File: src/rtl/dmem_port_arbiter.sv
// dmem_port_arbiter
//   Shares one data-memory port between two requesters: port 0 (CPU load/store)
//   and port 1 (loader / debug). Round-robin arbitration with an optional burst
//   lock. In-flight reads are tracked with a fixed-latency tag pipeline so each
//   read response is routed back only to the port that issued it.
//
// Ports
//   CLK, RST            clock (rising edge), asynchronous active-high reset
//   mK_req/we/addr/     request from port K (held stable until mK_gnt)
//   mK_wdata/mK_lock
//   mK_gnt              same-cycle accept for port K
//   mK_rvalid/mK_rdata  read response for port K (rdata holds between responses)
//   mem_en/we/addr/     memory command, muxed from the granted port
//   mem_wdata
//   mem_rdata           memory read data, valid RD_LAT cycles after a read accept

// Per-port response capture: passes the returning data through on the cycle the
// final tag stage selects this port, and otherwise replays the last value.
module dmem_port_rsp #(
  parameter int DW = 32
) (
  input  logic          CLK,
  input  logic          RST,
  input  logic          sel,
  input  logic [DW-1:0] mem_rdata,
  output logic          rvalid,
  output logic [DW-1:0] rdata
);
  logic [DW-1:0] rdata_q;

  always_ff @(posedge CLK or posedge RST) begin
    if (RST)      rdata_q <= '0;
    else if (sel) rdata_q <= mem_rdata;
  end

  assign rvalid = sel;
  assign rdata  = sel ? mem_rdata : rdata_q;
endmodule

module dmem_port_arbiter #(
  parameter int AW     = 32,
  parameter int DW     = 32,
  parameter int RD_LAT = 1
) (
  input  logic          CLK,
  input  logic          RST,
  input  logic          m0_req,
  input  logic          m0_we,
  input  logic [AW-1:0] m0_addr,
  input  logic [DW-1:0] m0_wdata,
  input  logic          m0_lock,
  output logic          m0_gnt,
  output logic          m0_rvalid,
  output logic [DW-1:0] m0_rdata,
  input  logic          m1_req,
  input  logic          m1_we,
  input  logic [AW-1:0] m1_addr,
  input  logic [DW-1:0] m1_wdata,
  input  logic          m1_lock,
  output logic          m1_gnt,
  output logic          m1_rvalid,
  output logic [DW-1:0] m1_rdata,
  output logic          mem_en,
  output logic          mem_we,
  output logic [AW-1:0] mem_addr,
  output logic [DW-1:0] mem_wdata,
  input  logic [DW-1:0] mem_rdata
);
  localparam int NP = 2;

  typedef struct packed {
    logic          we;
    logic [AW-1:0] addr;
    logic [DW-1:0] wdata;
    logic          lock;
  } req_t;

  typedef enum logic [1:0] {OWN_NONE, OWN_0, OWN_1} own_t;

  req_t [NP-1:0]          rq;
  logic [NP-1:0]          req, gnt, rsp_sel, rvalid;
  logic [NP-1:0][DW-1:0]  rdata;
  logic                   gnt_any, gsel, rd_acc;
  logic                   rr_last;
  own_t                   owner;
  logic [RD_LAT-1:0]      vld_pipe;
  logic [RD_LAT-1:0]      port_pipe;

  assign req   = {m1_req, m0_req};
  assign rq[0] = '{we: m0_we, addr: m0_addr, wdata: m0_wdata, lock: m0_lock};
  assign rq[1] = '{we: m1_we, addr: m1_addr, wdata: m1_wdata, lock: m1_lock};

  // Lock owner wins while it keeps requesting; if it drops req the other port
  // arbitrates normally in the same cycle. Ties go to the port not served last.
  always_comb begin
    gnt = '0;
    if (!RST) begin
      if (owner == OWN_0 && req[0])      gnt = 2'b01;
      else if (owner == OWN_1 && req[1]) gnt = 2'b10;
      else if (req == 2'b11)             gnt = rr_last ? 2'b01 : 2'b10;
      else                               gnt = req;
    end
  end

  assign gnt_any = |gnt;
  assign gsel    = gnt[1];
  assign rd_acc  = gnt_any & ~rq[gsel].we;
  assign m0_gnt  = gnt[0];
  assign m1_gnt  = gnt[1];

  assign mem_en    = gnt_any;
  assign mem_we    = gnt_any & rq[gsel].we;
  assign mem_addr  = gnt_any ? rq[gsel].addr  : '0;
  assign mem_wdata = gnt_any ? rq[gsel].wdata : '0;

  // Ownership is decided purely by the access accepted this cycle: with no
  // accept, neither port is requesting, so any lock is released anyway.
  always_ff @(posedge CLK or posedge RST) begin
    if (RST) begin
      rr_last <= 1'b1;
      owner   <= OWN_NONE;
    end else begin
      if (gnt_any) rr_last <= gsel;
      if (gnt_any && rq[gsel].lock) owner <= gsel ? OWN_1 : OWN_0;
      else                          owner <= OWN_NONE;
    end
  end

  // Read tag pipeline; stage RD_LAT-1 lines up with mem_rdata.
  always_ff @(posedge CLK or posedge RST) begin
    if (RST) begin
      vld_pipe  <= '0;
      port_pipe <= '0;
    end else begin
      vld_pipe[0]  <= rd_acc;
      port_pipe[0] <= gsel;
      for (int s = 1; s < RD_LAT; s++) begin
        vld_pipe[s]  <= vld_pipe[s-1];
        port_pipe[s] <= port_pipe[s-1];
      end
    end
  end

  genvar k;
  generate
    for (k = 0; k < NP; k++) begin : g_rsp
      assign rsp_sel[k] = vld_pipe[RD_LAT-1] && (port_pipe[RD_LAT-1] == 1'(k));
      dmem_port_rsp #(.DW(DW)) u_rsp (
        .CLK       (CLK),
        .RST       (RST),
        .sel       (rsp_sel[k]),
        .mem_rdata (mem_rdata),
        .rvalid    (rvalid[k]),
        .rdata     (rdata[k])
      );
    end
  endgenerate

  assign m0_rvalid = rvalid[0];
  assign m1_rvalid = rvalid[1];
  assign m0_rdata  = rdata[0];
  assign m1_rdata  = rdata[1];
endmodule
File: config.mk
export PLATFORM = sky130hd
export DESIGN_NAME = dmem_port_arbiter
export DESIGN_NICKNAME = d
export VERILOG_FILES = /design/src/rtl/dmem_port_arbiter.sv
export SDC_FILE = /design/constraint.sdc
export NUM_CORES = 1
export LEC_CHECK = 0
export ABC_AREA = 1
export CAP_MARGIN = 5
export CORE_MARGIN = 10
export CORE_UTILIZATION = 33
export CTS_CLUSTER_SIZE = 28
export DETAILED_ROUTE_END_ITERATION = 10
export PLACE_DENSITY = 0.83
export RECOVER_POWER = 100
export SYNTH_ARGS = -nofsm -noshare
export SYNTH_HDL_FRONTEND = slang
export SYNTH_SLANG_ARGS = --single-unit
File: constraint.sdc
create_clock -name CLK -period 2.93 [get_ports CLK]
set_clock_uncertainty 0.1 [all_clocks]
set_input_delay 0.4395 -clock CLK [delete_from_list [all_inputs] [get_ports CLK]]
set_output_delay 0.4395 -clock CLK [all_outputs]
set_load 0.1 [all_outputs]
==> out/qor.txt <==
Synth Area in Compound Gates: 7.55%
mux share of post-synthesis cell area: 0%
Synth Area in Adders: 0%
ys async rst share: 100%
number of global-route vias before repair: 5,097
worst-margin pin slew: 1.68 ns
most common flop cell mapped by yosys: dfrtp_1
gr ovfl total: 0
Hold WS: 0.392 ns
share of cells above drive strength 1: 18.6%
routed vias: 5,089
Clock Latency Late Sink: 0.32 ns
Detail Placement HPWL: 16,200 um
total iterations of the first detailed-routing run: 4
slew margin rel.: -11.8%
flops & latches, synth: 69
Placed Cells: 1,084
Hold Path Stages: 2
Post-synth EDFFs: 0
final net count: 1,087
Setup crit start kind: input pin
worst-path cell chain: dlygate4sd3_1 -> nor2_1 -> buf_12 -> nand3_1 -> nand2_1 -> nand2_1 -> inv_1 -> clkbuf_4
Mapped Nets: 810
ANT nets after route: 0
CP Max Fanout: 49
mapped cell area: 4380 um2
Routed WL: 20,000 um
r2r setup slk: 1.14 ns
syn avg cell area: 6.82 um2
total track usage: 20.6%
largest net degree at the start of global routing: 70
Setup Crit Path Kind: in -> out
Ant. Diodes: 0
status: finished, violations left
fmax: 0.361 GHz
cell taking the most area after synthesis: dfrtp_1
fin area: 7570 um2
Worst path max stage delay: 0.64 ns
final worst-path cycle share: 94.6%
sequential area share after synthesis: 39.5%
final setup fails: 0
Initial Utilization: 33.3%
non-filler instance count after layout: 1,100
cell mode on critical path: nand2_1
largest family of logic cells by synthesized area: simple AND/OR/NAND/NOR gates
CTS Buf Count: 9
Pins Over Slew Limit: 70
XOR/XNOR Fraction of Synth Area: 0%
violated checks: capacitance limit, slew limit
count leader, synth: nand2_1
GP Congestion: 0.873
H-tree depth: 3
clock sinks: 69
CTS tree: yes
I/O pin count: 302
fraction of the mapped netlist area in simple logic gates: 37.7%
Synth cell types: 18
first-pass GRT wire length: 29,600 um
Hold Crit Start: g_rsp[1].u_rsp.rdata_q[30]
Synth top area share: 38.9%
CTS root buf: clkbuf_16
Hold Violations, Final: 0
Critical Path Source: RST
Layout Utilization: 57.6%
FF-to-FF Start: port_pipe
DRT iter0 DRCs: 238
initial antenna violation count: 0
row count: 42
Core Area: 13,100 um2
cells on worst reg2reg path: 4
Post-synth top cells: 204 x nand2_1, 110 x inv_1, 68 x dfrtp_1, 68 x nand3_1, 66 x o21ai_0
Die X: 135 um
top cells by area, synth: dfrtp_1 39%, nand2_1 17%, nand3b_1 11%
unrepaired setup endpoints after global routing: false
Peak VDD IR: 0.372 mV
CP endpoint kind: primary output
pwr/cell area: 870 nW/um2
Worst R2R End: g_rsp[0].u_rsp.rdata_q[12]
routed len/inst: 18.2 um
synth-to-layout area growth: 72.9%
max_cap viols: 1
clock buffer depth: 2
leakage: 0.00416 uW
crit path to: mem_wdata[14]
Reg clk slew, reported paths: 0.05 ns
Warnings, synthesis: 0
slowest stage cell, crit path: dlygate4sd3_1
final critical-path required period: 2.77 ns
DRC Markers: 0
Setup TNS Final: 0 ns
CP arrival: 2.23 ns
Hold WC Path Type: reg -> reg
CTS Hold Bufs: 0
dpl cell area: 8820 um2
number of buffers added on ports: 301
die span in y: 135 um
WP data required: 2.39 ns
Syn Inst Count: 642
Die ar.: 18,300 um2
DR vias/cell: 4.63
-- per-stage QoR --
step                setup WS [ns]  power, uW
CTS                         0.122       7560
detailed placement          0.257       6460
global placement            0.238       6390
finish                      0.158       6590
global route               0.0418       6850
floorplan                  -0.520       4740
-- layout by cell type (no fill, tap or decap) --
master and n:
nand2_1 203, clkdlybuf4s50_1 166, inv_1 109, nand3_1 69
dfrtp_1 68, nand3b_1 64, o21ai_0 61, clkbuf_2 60
buf_4 39, buf_6 23, buf_12 14, clkbuf_16 9
clkbuf_4 7, nor2_1 6, o21ai_4 3, clkinvlp_4 3
clkbuf_1 3, nand2_2 2, o21ai_1 2, nor2_2 2
inv_6 2, nor2_4 2, buf_2 2, clkbuf_8 1
bufinv_16 1, clkinv_2 1, dlygate4sd3_1 1, dfstp_2 1
-- flip-flops by register name, summed over array words and instances (netlist names) --
signal,cells
vld_pipe,1
owner,2
g_rsp.u_rsp.rdata_q,64
port_pipe,1
rr_last,1
-- final cells by class --
class / instances / area, um2
timing repair buffer: 314 / 2870
inverter: 111 / 425
multi-input combinational: 414 / 2020
tap: 176 / 220
clock inverter: 5 / 58.8
sequential: 69 / 1730
fill: 1240 / 5570
clock buffer: 11 / 243
-- power breakdown --
group | total (uW) | leakage, uW | switching, uW | internal (uW)
clock network | 1080 | 0.000142 | 397 | 683
registers | 1290 | 0.000840 | 70.9 | 1220
logic | 4220 | 0.00318 | 3440 | 777
total | 6590 | 0.00416 | 3910 | 2680
-- worst max-delay path, delay by kind of cell --
kind	cells	cell delay, ns
simple gates	4	0.51
buf+inv	4	1.26
-- worst min path at each step --
| stage | endpoint | slack [ns] |
|---|---|---|
| 2_1_floorplan | rr_last | 0.39 |
| 3_3_place_gp | g_rsp[0].u_rsp.rdata_q[19] | 0.38 |
| 3_5_place_dp | g_rsp[0].u_rsp.rdata_q[14] | 0.39 |
| 4_1_cts | g_rsp[0].u_rsp.rdata_q[14] | 0.40 |
| 5_1_grt | g_rsp[1].u_rsp.rdata_q[19] | 0.41 |
| 6_report | g_rsp[1].u_rsp.rdata_q[30] | 0.39 |
-- cells by family after synthesis --
logic type             Yosys count
AO/OA/AOI/OAI                   66
buffers and inverters          159
AND/OR/NAND/NOR                348
flip-flops                      69
-- per-layer routing --
layer  GRT usage (%)  vias to the layer above  part of all wire [%]
li1                -                     2534                     -
met1            21.8                     2315                    36
met2            35.6                      217                    52
met3            8.53                       23                   9.9
met4            8.01                        0                   2.8
met5               0                        -                     0
-- timing repair --
action,CTS,global route
gates resized for setup,0,1
endpoints found under the setup margin,0,2
setup buffers,0,0
Note: power is estimated with default switching activity, not from simulation.
